--- config.mk ---
export PLATFORM = sky130hd
export DESIGN_NAME = axis_sa_feeder
export DESIGN_NICKNAME = d
export VERILOG_FILES = /design/src/rtl/axis_sa_feeder.sv
export SDC_FILE = /design/constraint.sdc
export NUM_CORES = 1
export LEC_CHECK = 0
export CORE_MARGIN = 3
export CORE_UTILIZATION = 49
export DETAILED_ROUTE_END_ITERATION = 6
export GPL_TIMING_DRIVEN = 0
export PLACE_DENSITY = 0.93
export SLEW_MARGIN = 20
export SYNTH_ARGS = -nofsm -noshare
export SYNTH_HDL_FRONTEND = slang
export SYNTH_SLANG_ARGS = --single-unit
--- constraint.sdc ---
create_clock -name clk_i -period 11.47 [get_ports clk_i]
set_clock_uncertainty 0.05 [all_clocks]
set_input_delay 2.294 -clock clk_i [delete_from_list [all_inputs] [get_ports clk_i]]
set_output_delay 2.294 -clock clk_i [all_outputs]
set_load 0.005 [all_outputs]
--- src/rtl/axis_sa_feeder.sv ---
`default_nettype none
// ============================================================================
// Module      : axis_sa_feeder
// Description : Joins an X-row operand stream and a K-column operand stream
//               into a single beat stream for the systolic-array slave port.
//               Marks the Len-th beat of each tile with last. The tile length
//               is loaded through a cfg handshake that is open only in IDLE.
// Revision    : 1.0 - initial release
// ----------------------------------------------------------------------------
// Ports
//   clk_i        in   1              clock, rising edge
//   rst_i        in   1              asynchronous reset, active-high
//   cfg_valid_i  in   1              tile config valid
//   cfg_ready_o  out  1              config accepted (high only in IDLE)
//   cfg_len_i    in   WidthLen       beats in next tile (0 treated as 1)
//   sx_valid_i   in   1              X beat valid
//   sx_ready_o   out  1              X beat accepted
//   sx_data_i    in   Rows*WidthX    X operands, row r at [r*WidthX +: WidthX]
//   sk_valid_i   in   1              K beat valid
//   sk_ready_o   out  1              K beat accepted
//   sk_data_i    in   Cols*WidthK    K operands, col c at [c*WidthK +: WidthK]
//   m_valid_o    out  1              joined beat valid
//   m_ready_i    in   1              downstream accepts beat
//   m_last_o     out  1              final beat of tile
//   mx_data_o    out  Rows*WidthX    registered X operands
//   mk_data_o    out  Cols*WidthK    registered K operands
//   busy_o       out  1              tile in progress (RUN)
// ============================================================================
module axis_sa_feeder #(
  parameter int Rows     = 4,
  parameter int Cols     = 8,
  parameter int WidthX   = 4,
  parameter int WidthK   = 8,
  parameter int WidthLen = 16
) (
  input  logic                   clk_i,
  input  logic                   rst_i,
  input  logic                   cfg_valid_i,
  output logic                   cfg_ready_o,
  input  logic [WidthLen-1:0]    cfg_len_i,
  input  logic                   sx_valid_i,
  output logic                   sx_ready_o,
  input  logic [Rows*WidthX-1:0] sx_data_i,
  input  logic                   sk_valid_i,
  output logic                   sk_ready_o,
  input  logic [Cols*WidthK-1:0] sk_data_i,
  output logic                   m_valid_o,
  input  logic                   m_ready_i,
  output logic                   m_last_o,
  output logic [Rows*WidthX-1:0] mx_data_o,
  output logic [Cols*WidthK-1:0] mk_data_o,
  output logic                   busy_o
);

  typedef enum logic [0:0] {
    IDLE = 1'b0,
    RUN  = 1'b1
  } state_e;

  state_e                 state_q;
  logic [WidthLen-1:0]    len_q;
  logic [WidthLen-1:0]    cnt_q;
  logic                   m_valid_q;
  logic                   m_last_q;
  logic [Rows*WidthX-1:0] mx_q;
  logic [Cols*WidthK-1:0] mk_q;

  logic [WidthLen-1:0]    len_d;
  logic                   out_free;
  logic                   run;
  logic                   fire;
  logic                   is_last;

  // A zero length would never reach its last beat; clamp it to one.
  assign len_d    = (cfg_len_i == '0) ? WidthLen'(1) : cfg_len_i;

  assign run      = (state_q == RUN);
  assign out_free = !m_valid_q || m_ready_i;
  assign fire     = run && sx_valid_i && sk_valid_i && out_free;

  // Each stream's ready looks only at the opposite stream's valid, so both
  // streams are consumed in the same cycle and no ready->valid loop exists.
  assign sx_ready_o = run && sk_valid_i && out_free;
  assign sk_ready_o = run && sx_valid_i && out_free;

  // len_q is never zero, so len_q-1 cannot underflow.
  assign is_last  = (cnt_q == (len_q - WidthLen'(1)));

  assign cfg_ready_o = (state_q == IDLE);
  assign busy_o      = run;
  assign m_valid_o   = m_valid_q;
  assign m_last_o    = m_last_q;
  assign mx_data_o   = mx_q;
  assign mk_data_o   = mk_q;

  always_ff @(posedge clk_i or posedge rst_i) begin
    if (rst_i) begin
      state_q   <= IDLE;
      len_q     <= WidthLen'(1);
      cnt_q     <= '0;
      m_valid_q <= 1'b0;
      m_last_q  <= 1'b0;
      mx_q      <= '0;
      mk_q      <= '0;
    end else begin
      // Output slice: load on fire, hold while stalled, empty when drained.
      if (fire) begin
        mx_q      <= sx_data_i;
        mk_q      <= sk_data_i;
        m_valid_q <= 1'b1;
        m_last_q  <= is_last;
      end else if (m_ready_i) begin
        m_valid_q <= 1'b0;
        m_last_q  <= 1'b0;
      end

      case (state_q)
        IDLE: begin
          // The previous tile's last beat may still sit in the slice here.
          if (cfg_valid_i) begin
            len_q   <= len_d;
            cnt_q   <= '0;
            state_q <= RUN;
          end
        end
        RUN: begin
          if (fire) begin
            if (is_last) begin
              cnt_q   <= '0;
              state_q <= IDLE;
            end else begin
              cnt_q   <= cnt_q + WidthLen'(1);
            end
          end
        end
        default: state_q <= IDLE;
      endcase
    end
  end

endmodule
`default_nettype wire

# Yosys cells after proc, flatten, opt, wreduce, memory -nomap -nowiden
# Index checks and enable logic that the tools add are counted.
[classes] addsub=2 eq_ne=3 mux=12 bitwise=1 reduce_logical=12
[op_table] operator="16-bit 2-to-1 mux" n=4
[op_table] operator="16-bit case mux with 2 select lines" n=1
[op_table] operator="16-bit by 1-bit adder with 16-bit output (second input constant)" n=1
[op_table] operator="16-bit == test" n=1
[op_table] operator="16-bit logical NOT" n=1
[op_table] operator="16-bit by 1-bit subtractor with 16-bit output (second input constant)" n=1
[op_table] operator="1-bit logical AND" n=6
[op_table] operator="1-bit 2-to-1 mux" n=6
[op_table] operator="2-bit AND reduction" n=2
[op_table] operator="2-bit by 1-bit inequality test with 1-bit output (second input constant)" n=1
[op_table] operator="2-bit inequality test (second input constant)" n=1
[op_table] operator="1-bit case mux with 2 select lines" n=1
[op_table] operator="2-bit nonzero test" n=1
[op_table] operator="1-bit logical NOT" n=1
[op_table] operator="1-bit logical OR" n=1
[op_table] operator="1-bit NOT" n=1
[word_totals] register_bits=115 input_bits=102 out_inout_bits=86 word_cells=37

# Depth between registers and ports, before layout
[logic_depth] ltp_word=5 ltp_mapped=11 mapped_depth_nobuf=10

# Worst setup path after synthesis
# No wires, ideal clock.
[synth_timing] path_kind="input port to output port" start="input port m_ready_i" end="output port sx_ready_o" arrival_time_ns=2.635 required_ns=9.126 slack_ns=6.491 stages=2 cell_sequence="nand2b_1 and3_1"
[synth_via] elab_chain_cells=2
[synth_lines] item="start, declared" line_no="48" text="input logic m_ready_i,"
[synth_lines] item="1-bit logical OR" line_no="78" text="assign out_free = !m_valid_q || m_ready_i;"
[synth_lines] item="1-bit logical AND" line_no="83" text="assign sx_ready_o = run && sk_valid_i && out_free;"
[synth_lines] item="end, declared" line_no="42" text="output logic sx_ready_o,"
# Every way passes these cells.

# Final worst setup path
# Same ends and word-level chain as after synthesis.

==> flow_summary_export.csv <==
group,metric,value,unit
timing,rsz0062_at_grt,"false",
synthesis,syn-cell-area,5226,um^2
layout,drive_above_1_share,0.07250,
worst_setup_path,worstReg2RegEnd,"cnt_q[9]$_DFFE_PP0P_",
worst_setup_path,cp_slowest_cell,"clkdlybuf4s50_1",
layout,syn_to_final_growth,51.50,%
worst_setup_path,r2r_cells,9,
worst_setup_path,cp.arrival,3.65,ns
floorplanning,die_h,109.3,um
worst_setup_path,rr_startpoint,"len_q[3]$_DFFE_PP0P_",
place,dp_hpwl,11.50,mm
timing,final_max_slew_viol_count,0,
grt,grt_max_degree,75,
floorplanning,initial_core_util,0.5040,
routing,ant_nets,0,
grt,grt_use_total,0.2729,
cts,numClockSinks,115,
grt,overflow,0,
floorplanning,core_region_area,10370,um^2
floorplanning,die_w,109.3,um
synthesis,synth_top_area_frac,0.5458,
routing,drtPass1Iterations,7,
cts,clk_latency,0.50,ns
timing,setup_violations,0,
worst_hold_path,holdPathStages,2,
floorplanning,die_area,11940,um^2
worst_hold_path,whs_endpoint,"mk_data_o[2]$_DFFE_PP0P_",
worst_setup_path,cpMostUsedCell,"clkdlybuf4s50_1",
worst_hold_path,min_from,"mk_data_o[2]$_DFFE_PP0P_",
synthesis,synth_cells,580,
synthesis,ys_seq_elements,115,
place,pre_cts_slack,5.455,ns
cts,cts-resized-gates,0,
worst_setup_path,cp-end-kind,"output port",
synthesis,syn_area_per_cell,9.011,um^2
synthesis,synth.net_count,684,
timing,setup_ws,5.477,ns
worst_setup_path,start_kind,"input pin",
synthesis,synth-seq-area-share,0.5509,
synthesis,ys_types,44,
worst_setup_path,cp_max_fo,3,
timing,min_period,5.993,ns
timing,fin_tns_setup,0,ns
status,status,"finished with violations",
worst_setup_path,reg2reg_slack,8.09,ns
routing,drtIter0Drc,489,
routing,routedWlPerCell,17.58,um
layout,insertedDiodeCount,0,
layout,nets,891,
worst_hold_path,hold_path.class,"reg -> reg",
cts,htreeDepth,4,
layout,final_cell_mix,"nand2_1, clkdlybuf4s50_1, dfrtp_1",
cts,cts_tree,"built",
worst_setup_path,critPathMaxStageDelay,0.51,ns
pwr,peakVddDrop,0.1427,mV
worst_setup_path,cp.required,9.13,ns
status,violations,"design-rule violations",
grt,grt_first_pass_wirelength,24.90,mm
pwr,leakage,3.629,nW
routing,drc,9,
cts,clk_pin_slew_worst_paths,0.06,ns
place,gp_congestion,0.8684,
routing,viasPerCell,5.452,
layout,fin_area,7918,um^2
cts,post_cts_buffers,0,
timing,slew_headroom,0.5586,
cts,numCtsBuffers,17,
timing,worst_slew_pin_slew,0.6620,ns
cts,cts_hold_buf,0,
synthesis,synth_warnings,0,
grt,antenna_found_initial,0,
place,placed_cell_area,7301,um^2
synthesis,yosysTopAreaCell,"dfrtp_1",
floorplanning,io-pin-count,188,
floorplanning,rows,37,
timing,fin_crit_sh,0.5225,
place,portBuffers,187,
worst_setup_path,crit_path_cell_trace,"clkdlybuf4s50_1, nand2b_1, and3_1, clkdlybuf4s50_1",
routing,num_vias,5103,
synthesis,synthTopCellsByArea,"dfrtp_1, nand2_1, mux2_2, xnor2_1, clkbuf_1",
pwr,p_per_area,192.2,nW/um^2
grt,grt_pass1_vias,5055,
cts,clockRootBuffer,"clkbuf_8",
routing,routed_wl,16.46,mm
worst_setup_path,setup.worst_path.class,"in -> out",
layout,layout_commonest_cell,"nand2_1",
cts,cts_max_path_buffers,2,
flow_run,maxCapViolations,0,
timing,finalHoldViolations,0,
timing,clock.fmax,0.1669,GHz
[state kept, by name, indices dropped and copies added, names as in the netlist]
register   count
m_last_o       1
len_q         16
mx_data_o     16
cnt_q         16
busy_o         1
m_valid_o      1
mk_data_o     64
[how the worst max path moves through the flow]
stage / start / endpoint / slack (ns) / cells after the start
floorplan: rst_i / busy_o$_DFF_PP0_ / 6.08 / 1
global placement: rst_i / len_q[5]$_DFFE_PP0P_ / 4.70 / 2
detailed placement: m_ready_i / sx_ready_o / 5.46 / 4
CTS: m_ready_i / sx_ready_o / 5.45 / 4
global route: m_ready_i / sx_ready_o / 5.38 / 4
finish: m_ready_i / sx_ready_o / 5.48 / 4
[worst max-delay path, delay by kind of cell]
family	cells	cell delay (ns)
and+or+nand+nor	2	0.36
buffers and inverters	2	1.00
[cells in the mapped netlist (all sizes together)]
cell      n
mux2i     5
a41oi     1
o31ai     1
dfrtp   114
nand2   260
a22oi     1
or2       2
xor2      5
and3     10
mux2     15
nand2b    3
o21ai     7
and2      2
or3       5
buf       5
inv       9
clkbuf   26
nor4      6
a211o     1
nor3      8
nand4b    1
and4      1
nor3b     1
a21oi     8
nor2     15
nand3    10
nor4b     2
a22o      5
nand4     5
a221o     4
a31oi     4
a21o      4
or4       3
or3b      1
nor2b     4
dfstp     1
nand3b    4
xnor2    16
ha        2
o211ai    3
[per-layer routing]
| layer | global-route usage | vias to the layer above | wire length [um] | part of all wire |
|---|---|---|---|---|
| met4 | 0.1256 | 0 | 769 | 0.047 |
| met2 | 0.4825 | 305 | 8260 | 0.50 |
| met5 | 0 | - | 0 | 0 |
| met3 | 0.05921 | 82 | 1262 | 0.077 |
| li1 | - | 2318 | - | - |
| met1 | 0.3156 | 2398 | 6164 | 0.37 |
[power breakdown]
part	switching (mW)	internal [mW]
logic	0.179	0.231
registers	0.0731	0.495
clock network	0.197	0.346
total	0.450	1.07
[cells by family (layout without fill, tap and decap cells)]
logic type               after synthesis  in the layout  synth area share
AND/OR/NAND/NOR                      343            343            0.2796
AO/OA/AOI/OAI                         39             39           0.05698
adder cells (fa/ha/maj)                2              2          0.004787
buffers and inverters                 40            260           0.03064
multiplexers                          20             20           0.04190
flip-flops                           115            115            0.5509
XOR/XNOR                              21             21           0.03519
[layout make-up]
type                    instances  area [um^2]
plain buffers                  31        126.4
clock buffers                  19        441.7
clock inverters                13        175.2
fillers                       615         2452
inverters                       9        38.79
multi-input cells             425         2187
flip-flops and latches        115         2879
well taps                     136        170.2
repair buffers                188         1899
[per-stage QoR]
| step | util | total power [mW] | hold slack [ns] | cells |
|---|---|---|---|---|
| final | 0.7635 | 1.522 | 0.4236 | 936 |
| after global routing | 0.7635 | 1.591 | 0.4481 | 936 |
| after CTS | 0.7635 | 1.523 | 0.4259 | 936 |
| after detailed placement | 0.7040 | 0.9746 | 0.4121 | 904 |
| after global placement | 0.7009 | 0.9478 | 0.4066 | 903 |
| after floorplan | - | 0.7483 | 0.4197 | 580 |
No activity file was read; power rests on OpenSTA's default activity.
